[config.mk]
export PLATFORM = sky130hd
export DESIGN_NAME = alu_share_arbiter_flat
export DESIGN_NICKNAME = d
export VERILOG_FILES = /design/src/rtl/alu_share_arbiter_if.sv /design/src/rtl/alu_share_arbiter.sv /design/src/flat_wrapper.sv
export SDC_FILE = /design/constraint.sdc
export NUM_CORES = 1
export LEC_CHECK = 0
export CAP_MARGIN = 15
export CORE_ASPECT_RATIO = 1.5
export CORE_MARGIN = 2
export CORE_UTILIZATION = 30
export CTS_BUF_LIST = sky130_fd_sc_hd__clkbuf_16
export CTS_CLUSTER_SIZE = 12
export DETAILED_ROUTE_END_ITERATION = 6
export PLACE_DENSITY = 0.68
export SLEW_MARGIN = 20
export SYNTH_ARGS = -nofsm -noshare
export SYNTH_HDL_FRONTEND = slang
export SYNTH_SLANG_ARGS = --single-unit
[constraint.sdc]
create_clock -name clk -period 2 [get_ports clk]
set_input_delay 0.3 -clock clk [delete_from_list [all_inputs] [get_ports clk]]
set_output_delay 0.3 -clock clk [all_outputs]
set_load 0.02 [all_outputs]
[src/rtl/alu_share_arbiter_if.sv]
// Handshake and ALU bundle between two requesters, the arbiter and the shared ALU.
// Latency: none; this file only groups wires.
// Backpressure: per-port valid/ready on request and response, ready driven by the arbiter.
interface alu_share_arbiter_if #(
  parameter int DATA_W = 32,
  parameter int CTL_W  = 4,
  parameter int CNT_W  = 16
);
  // Port 0 request and response
  logic              req0_valid;
  logic              req0_ready;
  logic [CTL_W-1:0]  req0_ctl;
  logic [DATA_W-1:0] req0_a;
  logic [DATA_W-1:0] req0_b;
  logic              rsp0_valid;
  logic              rsp0_ready;
  logic [DATA_W-1:0] rsp0_data;
  logic              rsp0_zero;

  // Port 1 request and response
  logic              req1_valid;
  logic              req1_ready;
  logic [CTL_W-1:0]  req1_ctl;
  logic [DATA_W-1:0] req1_a;
  logic [DATA_W-1:0] req1_b;
  logic              rsp1_valid;
  logic              rsp1_ready;
  logic [DATA_W-1:0] rsp1_data;
  logic              rsp1_zero;

  // Shared ALU
  logic [CTL_W-1:0]  alu_ctl;
  logic [DATA_W-1:0] alu_a;
  logic [DATA_W-1:0] alu_b;
  logic [DATA_W-1:0] alu_out;
  logic              alu_zero;

  // Completed-response counters
  logic [CNT_W-1:0]  cnt0;
  logic [CNT_W-1:0]  cnt1;

  // Arbiter side
  modport slave (
    input  req0_valid, req0_ctl, req0_a, req0_b, rsp0_ready,
    input  req1_valid, req1_ctl, req1_a, req1_b, rsp1_ready,
    input  alu_out, alu_zero,
    output req0_ready, rsp0_valid, rsp0_data, rsp0_zero,
    output req1_ready, rsp1_valid, rsp1_data, rsp1_zero,
    output alu_ctl, alu_a, alu_b,
    output cnt0, cnt1
  );

  // Requester / ALU / observer side
  modport master (
    output req0_valid, req0_ctl, req0_a, req0_b, rsp0_ready,
    output req1_valid, req1_ctl, req1_a, req1_b, rsp1_ready,
    output alu_out, alu_zero,
    input  req0_ready, rsp0_valid, rsp0_data, rsp0_zero,
    input  req1_ready, rsp1_valid, rsp1_data, rsp1_zero,
    input  alu_ctl, alu_a, alu_b,
    input  cnt0, cnt1
  );
endinterface

[src/rtl/alu_share_arbiter.sv]
// Round-robin sharing of one combinational ALU between two requesters, one op in flight.
// Latency: request accepted in cycle N, response valid in cycle N+2; peak 1 op per 3 cycles.
// Backpressure: request ready only in IDLE for the granted port; response held until its ready.
module alu_share_arbiter #(
  parameter int DATA_W = 32,
  parameter int CTL_W  = 4,
  parameter int CNT_W  = 16
) (
  input  logic             clk,
  input  logic             rst,
  alu_share_arbiter_if.slave bus
);

  typedef enum logic [1:0] {
    IDLE = 2'd0,
    EXEC = 2'd1,
    RESP = 2'd2
  } state_t;

  localparam logic [CNT_W-1:0] CNT_ONE = CNT_W'(1);

  state_t            state_q;
  state_t            state_d;
  logic              last_grant_q;
  logic              grant_q;
  logic [CTL_W-1:0]  op_ctl_q;
  logic [DATA_W-1:0] op_a_q;
  logic [DATA_W-1:0] op_b_q;
  logic [DATA_W-1:0] res_data_q;
  logic              res_zero_q;
  logic [CNT_W-1:0]  cnt0_q;
  logic [CNT_W-1:0]  cnt1_q;

  logic              any_req;
  logic              pick;
  logic              accept;
  logic              rsp_fire;
  logic              req0_ready;
  logic              req1_ready;
  logic              rsp0_valid;
  logic              rsp1_valid;

  // Round-robin pick: a lone requester wins, a tie goes to the port not served last
  always_comb begin
    any_req = bus.req0_valid | bus.req1_valid;
    pick    = 1'b0;
    if (bus.req0_valid && bus.req1_valid) begin
      pick = ~last_grant_q;
    end else begin
      pick = bus.req1_valid;
    end
  end

  // Next state and handshake outputs; ready only offered in IDLE so ops never overlap
  always_comb begin
    state_d    = state_q;
    req0_ready = 1'b0;
    req1_ready = 1'b0;
    rsp0_valid = 1'b0;
    rsp1_valid = 1'b0;
    accept     = 1'b0;
    rsp_fire   = 1'b0;
    case (state_q)
      IDLE: begin
        req0_ready = any_req & ~pick;
        req1_ready = any_req & pick;
        if (any_req) begin
          accept  = 1'b1;
          state_d = EXEC;
        end
      end
      EXEC: begin
        state_d = RESP;
      end
      RESP: begin
        rsp0_valid = ~grant_q;
        rsp1_valid = grant_q;
        if ((grant_q && bus.rsp1_ready) || (!grant_q && bus.rsp0_ready)) begin
          rsp_fire = 1'b1;
          state_d  = IDLE;
        end
      end
      default: begin
        state_d = IDLE;
      end
    endcase
  end

  // State register; reset abandons any op in flight
  always_ff @(posedge clk) begin
    if (rst) begin
      state_q <= IDLE;
    end else begin
      state_q <= state_d;
    end
  end

  // Capture the winning request's operands and remember who was served
  always_ff @(posedge clk) begin
    if (rst) begin
      op_ctl_q     <= '0;
      op_a_q       <= '0;
      op_b_q       <= '0;
      grant_q      <= 1'b0;
      last_grant_q <= 1'b1;
    end else if (accept) begin
      op_ctl_q     <= pick ? bus.req1_ctl : bus.req0_ctl;
      op_a_q       <= pick ? bus.req1_a   : bus.req0_a;
      op_b_q       <= pick ? bus.req1_b   : bus.req0_b;
      grant_q      <= pick;
      last_grant_q <= pick;
    end
  end

  // ALU has had a full cycle to settle on the op regs; register its result
  always_ff @(posedge clk) begin
    if (rst) begin
      res_data_q <= '0;
      res_zero_q <= 1'b0;
    end else if (state_q == EXEC) begin
      res_data_q <= bus.alu_out;
      res_zero_q <= bus.alu_zero;
    end
  end

  // Count completed responses per port, wrapping naturally
  always_ff @(posedge clk) begin
    if (rst) begin
      cnt0_q <= '0;
      cnt1_q <= '0;
    end else if (rsp_fire) begin
      if (grant_q) begin
        cnt1_q <= cnt1_q + CNT_ONE;
      end else begin
        cnt0_q <= cnt0_q + CNT_ONE;
      end
    end
  end

  assign bus.req0_ready = req0_ready;
  assign bus.req1_ready = req1_ready;
  assign bus.rsp0_valid = rsp0_valid;
  assign bus.rsp1_valid = rsp1_valid;
  assign bus.rsp0_data  = res_data_q;
  assign bus.rsp1_data  = res_data_q;
  assign bus.rsp0_zero  = res_zero_q;
  assign bus.rsp1_zero  = res_zero_q;
  assign bus.alu_ctl    = op_ctl_q;
  assign bus.alu_a      = op_a_q;
  assign bus.alu_b      = op_b_q;
  assign bus.cnt0       = cnt0_q;
  assign bus.cnt1       = cnt1_q;

endmodule
[src/flat_wrapper.sv]
// flat-port wrapper written by rule: the top's interface ports become plain ports
module alu_share_arbiter_flat 
#(
  parameter int DATA_W = 32,
  parameter int CTL_W  = 4,
  parameter int CNT_W  = 16
)
  (clk, rst, bus_req0_valid, bus_req0_ctl, bus_req0_a, bus_req0_b, bus_rsp0_ready, bus_req1_valid, bus_req1_ctl, bus_req1_a, bus_req1_b, bus_rsp1_ready, bus_alu_out, bus_alu_zero, bus_req0_ready, bus_rsp0_valid, bus_rsp0_data, bus_rsp0_zero, bus_req1_ready, bus_rsp1_valid, bus_rsp1_data, bus_rsp1_zero, bus_alu_ctl, bus_alu_a, bus_alu_b, bus_cnt0, bus_cnt1);
  alu_share_arbiter_if #(.DATA_W(DATA_W), .CTL_W(CTL_W), .CNT_W(CNT_W)) bus_i ();
  input  logic clk;
  input  logic rst;
  input wire logic [$bits(bus_i.req0_valid)-1:0] bus_req0_valid;
  input wire logic [$bits(bus_i.req0_ctl)-1:0] bus_req0_ctl;
  input wire logic [$bits(bus_i.req0_a)-1:0] bus_req0_a;
  input wire logic [$bits(bus_i.req0_b)-1:0] bus_req0_b;
  input wire logic [$bits(bus_i.rsp0_ready)-1:0] bus_rsp0_ready;
  input wire logic [$bits(bus_i.req1_valid)-1:0] bus_req1_valid;
  input wire logic [$bits(bus_i.req1_ctl)-1:0] bus_req1_ctl;
  input wire logic [$bits(bus_i.req1_a)-1:0] bus_req1_a;
  input wire logic [$bits(bus_i.req1_b)-1:0] bus_req1_b;
  input wire logic [$bits(bus_i.rsp1_ready)-1:0] bus_rsp1_ready;
  input wire logic [$bits(bus_i.alu_out)-1:0] bus_alu_out;
  input wire logic [$bits(bus_i.alu_zero)-1:0] bus_alu_zero;
  output wire logic [$bits(bus_i.req0_ready)-1:0] bus_req0_ready;
  output wire logic [$bits(bus_i.rsp0_valid)-1:0] bus_rsp0_valid;
  output wire logic [$bits(bus_i.rsp0_data)-1:0] bus_rsp0_data;
  output wire logic [$bits(bus_i.rsp0_zero)-1:0] bus_rsp0_zero;
  output wire logic [$bits(bus_i.req1_ready)-1:0] bus_req1_ready;
  output wire logic [$bits(bus_i.rsp1_valid)-1:0] bus_rsp1_valid;
  output wire logic [$bits(bus_i.rsp1_data)-1:0] bus_rsp1_data;
  output wire logic [$bits(bus_i.rsp1_zero)-1:0] bus_rsp1_zero;
  output wire logic [$bits(bus_i.alu_ctl)-1:0] bus_alu_ctl;
  output wire logic [$bits(bus_i.alu_a)-1:0] bus_alu_a;
  output wire logic [$bits(bus_i.alu_b)-1:0] bus_alu_b;
  output wire logic [$bits(bus_i.cnt0)-1:0] bus_cnt0;
  output wire logic [$bits(bus_i.cnt1)-1:0] bus_cnt1;
  assign bus_i.req0_valid = bus_req0_valid;
  assign bus_i.req0_ctl = bus_req0_ctl;
  assign bus_i.req0_a = bus_req0_a;
  assign bus_i.req0_b = bus_req0_b;
  assign bus_i.rsp0_ready = bus_rsp0_ready;
  assign bus_i.req1_valid = bus_req1_valid;
  assign bus_i.req1_ctl = bus_req1_ctl;
  assign bus_i.req1_a = bus_req1_a;
  assign bus_i.req1_b = bus_req1_b;
  assign bus_i.rsp1_ready = bus_rsp1_ready;
  assign bus_i.alu_out = bus_alu_out;
  assign bus_i.alu_zero = bus_alu_zero;
  assign bus_req0_ready = bus_i.req0_ready;
  assign bus_rsp0_valid = bus_i.rsp0_valid;
  assign bus_rsp0_data = bus_i.rsp0_data;
  assign bus_rsp0_zero = bus_i.rsp0_zero;
  assign bus_req1_ready = bus_i.req1_ready;
  assign bus_rsp1_valid = bus_i.rsp1_valid;
  assign bus_rsp1_data = bus_i.rsp1_data;
  assign bus_rsp1_zero = bus_i.rsp1_zero;
  assign bus_alu_ctl = bus_i.alu_ctl;
  assign bus_alu_a = bus_i.alu_a;
  assign bus_alu_b = bus_i.alu_b;
  assign bus_cnt0 = bus_i.cnt0;
  assign bus_cnt1 = bus_i.cnt1;
  alu_share_arbiter #(.DATA_W(DATA_W), .CTL_W(CTL_W), .CNT_W(CNT_W)) u_core (.clk(clk), .rst(rst), .bus(bus_i));
endmodule
==> results.txt, run 1 <==
drt initial violations: 611
clock transition at the registers of the reported paths: 60 ps
sequential cell area: 0.00274 mm²
Int Pwr: 5780 µW
dpl hpwl: 14.2 mm
worst-case clock buffer depth: 2
routed wire length: 19.4 mm
MaxCap Viol Count: 0
Slew HR: 70.7%
Clk network pwr share: 39.4%
met1 usage: 22.7%
commonest non-fill, non-tap cell in the layout: clkdlybuf4s50_1
Final setup viols: 0
GRT Max-Usage Layer: met2
final hold violation count: 0
Final ANT Viol Nets: 0
layout cells sized above 1: 6.81%
Yosys reg bits: 137
Worst EP arrival: 1570 ps
post-layout util: 53.2%
Ys Warns: 0
Post-Place Setup Slack: -173 ps
largest net degree at the start of global routing: 64
die extent in y: 169 µm
row count: 60
Fillers: 1,660
VDD IR max: 0.471 mV
CP Capture Type: primary output
slowest stage cell on the critical path: clkdlybuf4s50_1
Die ar.: 0.0194 mm²
top post-synthesis cells by area: dfxtp_1, a222oi_1, nor2_1
syn_nets: 776
Async SR Flop Fraction: 0%
most frequent cells in the layout: clkdlybuf4s50_1, dfxtp_1, nor2_1, nand2_1, a222oi_1
Post-CTS Setup Inserts: 0
Critical Path Source Type: input pin
RSZ-0062 raised after global routing: no
post-synth top area cell: dfxtp_1
via/cell ratio: 5.10
DRC Markers: 4
f_max: 0.533 GHz
met2 usage: 33.5%
status: finished, violations left
core area: 0.0179 mm²
met3 usage: 5.29%
initial antenna violation count: 1
worst-margin pin slew: 440 ps
CTS H-Tree Depth: 4
top cell type's share of synthesized area: 50.1%
vias in the first global route: 5,506
final period utilization: 93.7%
die extent in x: 114 µm
post-synthesis cell area: 0.00548 mm²
Yosys cell types: 37
crit-path max FO: 2
Clk Latency, worst-skew pair: 410 ps
Post-synth EDFFs: 0
GRT Util Overall: 19.3%
CP Class: input pin to primary output
initial core utilization: 30.5%
Slew Viols, Final: 0
hold buffers post-CTS: 0
CTS Buf Count: 17
CP max stage delay: 480 ps
GPL Wtd Cong: 0.793
Sink Count: 137
shortest period the worst path allows: 1870 ps
Ports: 345
Min Hold Slack: 324 ps
root buf cell: clkbuf_16
Sw Ratio: 27.1%
Bufs and invs on worst path: 2
register area share after synthesis: 50.1%
Synth Area per Inst: 9.14 µm²
power share of the combinational group: 22.1%
Leak: 0.00350 µW
I/O Buffers: 344
Min-Delay Path Class: input pin to flip-flop
TritonRoute pass-1 iters: 7
area taken by multi-input logic gates: 0.00228 mm²
power density cells: 831 mW/mm²
failing checks: design-rule violations
cts repair resizes: 6
wire per inst: 17.2 µm
Sequential Power Share: 38.5%
Mapped Cells: 599
NetSw: 2150 µW
area grow syn2layout: 74.1%
routed via count: 5,756
crit path cell chain: clkdlybuf4s50_1, a2111oi_4, dlygate4sd2_1
final setup skew: 9.83 ps
Critical Path RT: 1700 ps
CTS tree: built
Overflow after GRT: 0
global-route wire length before repair: 29.4 mm
# nets final: 1,077
post-route worst setup slack: 125 ps
CP top delay family: buffers and inverters
Top FF cell, synth: dfxtp_1
[registers in the layout, indices dropped and copies added, names as in the netlist]
name and cells:
u_core.bus.alu_ctl 4, u_core.last_grant_q 1, u_core.state_q 2, u_core.bus.rsp0_data 32, u_core.bus.cnt0 16, u_core.bus.alu_b 32
u_core.bus.rsp0_zero 1, u_core.grant_q 1, u_core.bus.alu_a 32, u_core.bus.cnt1 16
[synth_stat cells (all sizes together), types with 4 or more instances]
master,count
nor2,95
nand2,75
nand3,8
a222oi,68
clkbuf,38
inv,5
xnor2,10
or3,11
dfxtp,137
buf,45
xor2,7
nor3,4
nand4,9
a21oi,46
o21ai,11
[cell type report]
cell class,instances,area share [%]
Antenna cell,1,0.0262
Clock buffer,17,4.46
Clock inverter,13,1.60
Inverter,5,0.197
Multi-Input combinational cell,374,23.9
Sequential cell,137,28.8
Tap cell,217,2.85
Timing Repair Buffer,365,38.2
[through the flow]
step	instance area (µm²)	TNS (ps)	total power, µW	instances
finish	9540	0	7930	1129
global route	9540	0	8270	1129
CTS	9540	0	8010	1128
detailed placement	8960	-4360	4860	1098
global placement	8960	-3440	4850	1098
floorplan	5480	0	3930	599
[worst reg2reg max path, stage by stage, from the launching register on]
cell,delay (ps)
dfxtp_1,350
buf_4,180
nand4b_4,210
or3_4,430
or3_1,350
a21oi_1,130
[power groups by stage]
stage / Combinational, µW / Sequential, µW / Clock, µW
floorplan: 631 / 3290 / 0
detailed placement: 1760 / 3100 / 0
global route: 1880 / 3070 / 3320
finish: 1750 / 3050 / 3120
CTS: 1760 / 3050 / 3190
global placement: 1750 / 3100 / 0
[routing by layer]
metal	part of all wire, %	vias to the layer above
met2	51	291
met1	39	2701
met3	7.5	22
met5	0	-
met4	2.4	0
li1	-	2742
[worst paths after layout]
check	slack (ps)	start	depth (start not counted)	end
max	130	bus_req0_valid	3	bus_req1_ready
min	320	rst	2	u_core.bus.alu_b[27]
max reg2reg	270	u_core.state_q[0]	5	u_core.bus.cnt1[12]
min reg2reg	470	u_core.bus.rsp0_data[10]	2	u_core.bus.rsp0_data[10]
[cells by family (layout without fill, tap and decap cells)]
logic type | after synthesis | in the layout | share of synthesized area [%]
simple gates | 221 | 221 | 18.5
compound gates | 129 | 129 | 18.6
flops | 137 | 137 | 50.1
mux | 5 | 5 | 0.959
buf+inv | 88 | 400 | 8.61
fa+ha+maj | 2 | 2 | 0.457
xor+xnor | 17 | 17 | 2.72
other cells | 0 | 1 | 0
(Power assumes the default switching activity.)
==> run 2, diff against run 1 <==
--- a/config.mk
+++ b/config.mk
@@ -6,7 +6,7 @@
 export NUM_CORES = 1
 export LEC_CHECK = 0
 export CAP_MARGIN = 15
-export CORE_ASPECT_RATIO = 1.5
+export CORE_ASPECT_RATIO = 2
 export CORE_MARGIN = 2
 export CORE_UTILIZATION = 30
 export CTS_BUF_LIST = sky130_fd_sc_hd__clkbuf_16
==> run 2 against run 1 <==
  * The run now ends clean
  * Fmax is 2.9% lower
  * Total power is 2.3% higher
  * Via count shrank 0.12%
  * Sequential share of layout area down 0.41 points
  * Clock power is 4% higher
  * Routed wire length is 1.1% lower
  * Register-to-register slack better by 40 ps
  * Non-clock buffer count is 3 higher
  * Hold slack lost 54 ps
  * Largest power group unchanged
==> results.txt, run 2 (same netlist as run 1, synthesis figures left out) <==
Leak: 0.00355 µW (+1.6%)
met2 usage: 36.7% (+3.2 points)
Clk Latency, worst-skew pair: 410 ps (about the same)
drt initial violations: 380 (-38%)
power density cells: 838 mW/mm² (+0.81%)
Hold Path Origin: rst
reg2reg path depth: 6 (+1)
shortest period the worst path allows: 1930 ps (+56.0 ps)
area grow syn2layout: 76.7%
most frequent cells in the layout: clkdlybuf4s50_1, dfxtp_1, nor2_1, nand2_1, a222oi_1
Critical Path Start: u_core.state_q[0]
worst flop-to-flop path startpoint: u_core.state_q[0]
core area: 0.0179 mm² (-0.40%)
GRT Max-Usage Layer: met2
CP Class: flip-flop to primary output
global-route wire length before repair: 29.9 mm (+1.9%)
die extent in y: 195 µm (+15%)
total power: 8110 µW (+2.3%)
Slew HR: 74.2% (+3.5 points)
root buf cell: clkbuf_16
WHS Path Cells: 2 (unchanged)
Die ar.: 0.0194 mm² (+0.22%)
# nets final: 1,080 (+0.28%)
setup TNS: 0 ps (unchanged)
routed via count: 5,749 (-0.12%)
layout cells sized above 1: 7.42% (+0.62 points)
CP Capture Type: primary output
status: finished clean
largest net degree at the start of global routing: 65 (+1.6%)
antenna cells: 0 (-1)
VDD IR max: 0.521 mV (+10%)
Worst EP arrival: 1630 ps (+60 ps)
initial antenna violation count: 1 (unchanged)
routed wire length: 19.2 mm (-1.1%)
MaxCap Viol Count: 0 (unchanged)
die extent in x: 99.6 µm (-13%)
I/O Buffers: 344 (unchanged)
CTS H-Tree Depth: 4 (unchanged)
Fillers: 1,585 (-4.5%)
Final setup viols: 0 (unchanged)
crit-path max FO: 8 (+6)
Final ANT Viol Nets: 0 (unchanged)
sequential cell area: 0.00275 mm² (about the same)
initial core utilization: 30.7% (+0.12 points)
Critical Path Source Type: flip-flop
CTS Buf Count: 17 (unchanged)
GPL Wtd Cong: 0.793 (about the same)
worst-case clock buffer depth: 2 (unchanged)
met1 usage: 19.5% (-3.2 points)
worst-margin pin slew: 387 ps (-53.1 ps)
f_max: 0.518 GHz (-2.9%)
TritonRoute pass-1 iters: 7 (unchanged)
vias in the first global route: 5,822 (+5.7%)
area taken by multi-input logic gates: 0.00229 mm² (+0.33%)
cts repair resizes: 6 (unchanged)
Clk network pwr share: 40.2% (+0.8 points)
Sink Count: 137 (unchanged)
final period utilization: 96.5% (+2.8 points)
clock transition at the registers of the reported paths: 60 ps (about the same)
CTS tree: built
final setup skew: 7.77 ps (-2.06 ps)
commonest non-fill, non-tap cell in the layout: clkdlybuf4s50_1
row count: 69 (+15%)
post-layout util: 54.2% (+1.0 points)
Sequential Power Share: 37.6% (-0.9 points)
via/cell ratio: 5.09 (-0.12%)
Int Pwr: 5960 µW (+3.0%)
Slew Viols, Final: 0 (unchanged)
wire per inst: 17.0 µm (-1.1%)
Critical Path RT: 1700 ps (about the same)
hold buffers post-CTS: 0 (unchanged)
Overflow after GRT: 0 (unchanged)
DRC Markers: 0 (-4)
Post-CTS Setup Inserts: 0 (unchanged)
final hold violation count: 0 (unchanged)
GRT Util Overall: 19.5% (+0.23 points)
dpl hpwl: 14.1 mm (-0.39%)
Ports: 345 (unchanged)
met3 usage: 5.58% (+0.30 points)
Sw Ratio: 26.6% (-0.49 points)
NetSw: 2160 µW (+0.49%)
power share of the combinational group: 22.2% (about the same)
RSZ-0062 raised after global routing: no
Min-Delay Path Class: input pin to flip-flop
run 2: routing by layer:
| metal | up-vias | share of wire (%) | wire length, µm |
|---|---|---|---|
| li1 | 2754 | - | - |
| met1 | 2661 | 34 | 6580 |
| met2 | 300 | 55 | 10500 |
| met3 | 32 | 8.1 | 1550 |
| met4 | 2 | 2.9 | 550 |
| met5 | - | 0.068 | 13 |
run 2: worst max-delay path, stage by stage, from the launching register on:
cell             delay, ps
dfxtp_1                340
buf_4                  170
nor2_1                 100
clkdlybuf4s50_1        610
run 2: area by class of cell:
type | instances | share of cell area [%]
multi-input cells | 374 | 23.6
flip-flops and latches | 137 | 28.4
well taps | 213 | 2.75
clock buffers | 17 | 4.39
inverters | 5 | 0.194
repair buffers | 368 | 38.8
clock inverters | 15 | 1.91
run 2: stage by stage:
step                      instances  instance area (µm²)  hold slack [ps]  worst slack, ps
final                          1129                 9680              270             69.4
after floorplan                 599                 5480              436              301
after detailed placement       1097                 9060              462             -278
after global routing           1129                 9680              284             3.18
after CTS                      1129                 9680              252             25.4
after global placement         1097                 9060              455             -275
run 2: path summary, 6_finish.rpt:
path | to | slack, ps
min | u_core.bus.alu_a[31] | 270
max | bus_rsp1_valid | 70
max reg2reg | u_core.bus.cnt0[15] | 310
min reg2reg | u_core.bus.rsp0_data[16] | 470
run 2: power groups by stage:
stage | combinational, µW | clock, µW | sequential [µW]
after CTS | 1820 | 3350 | 3050
after global routing | 1930 | 3460 | 3070
final | 1800 | 3260 | 3050
after floorplan | 631 | 0 | 3290
after detailed placement | 1810 | 0 | 3100
after global placement | 1800 | 0 | 3100
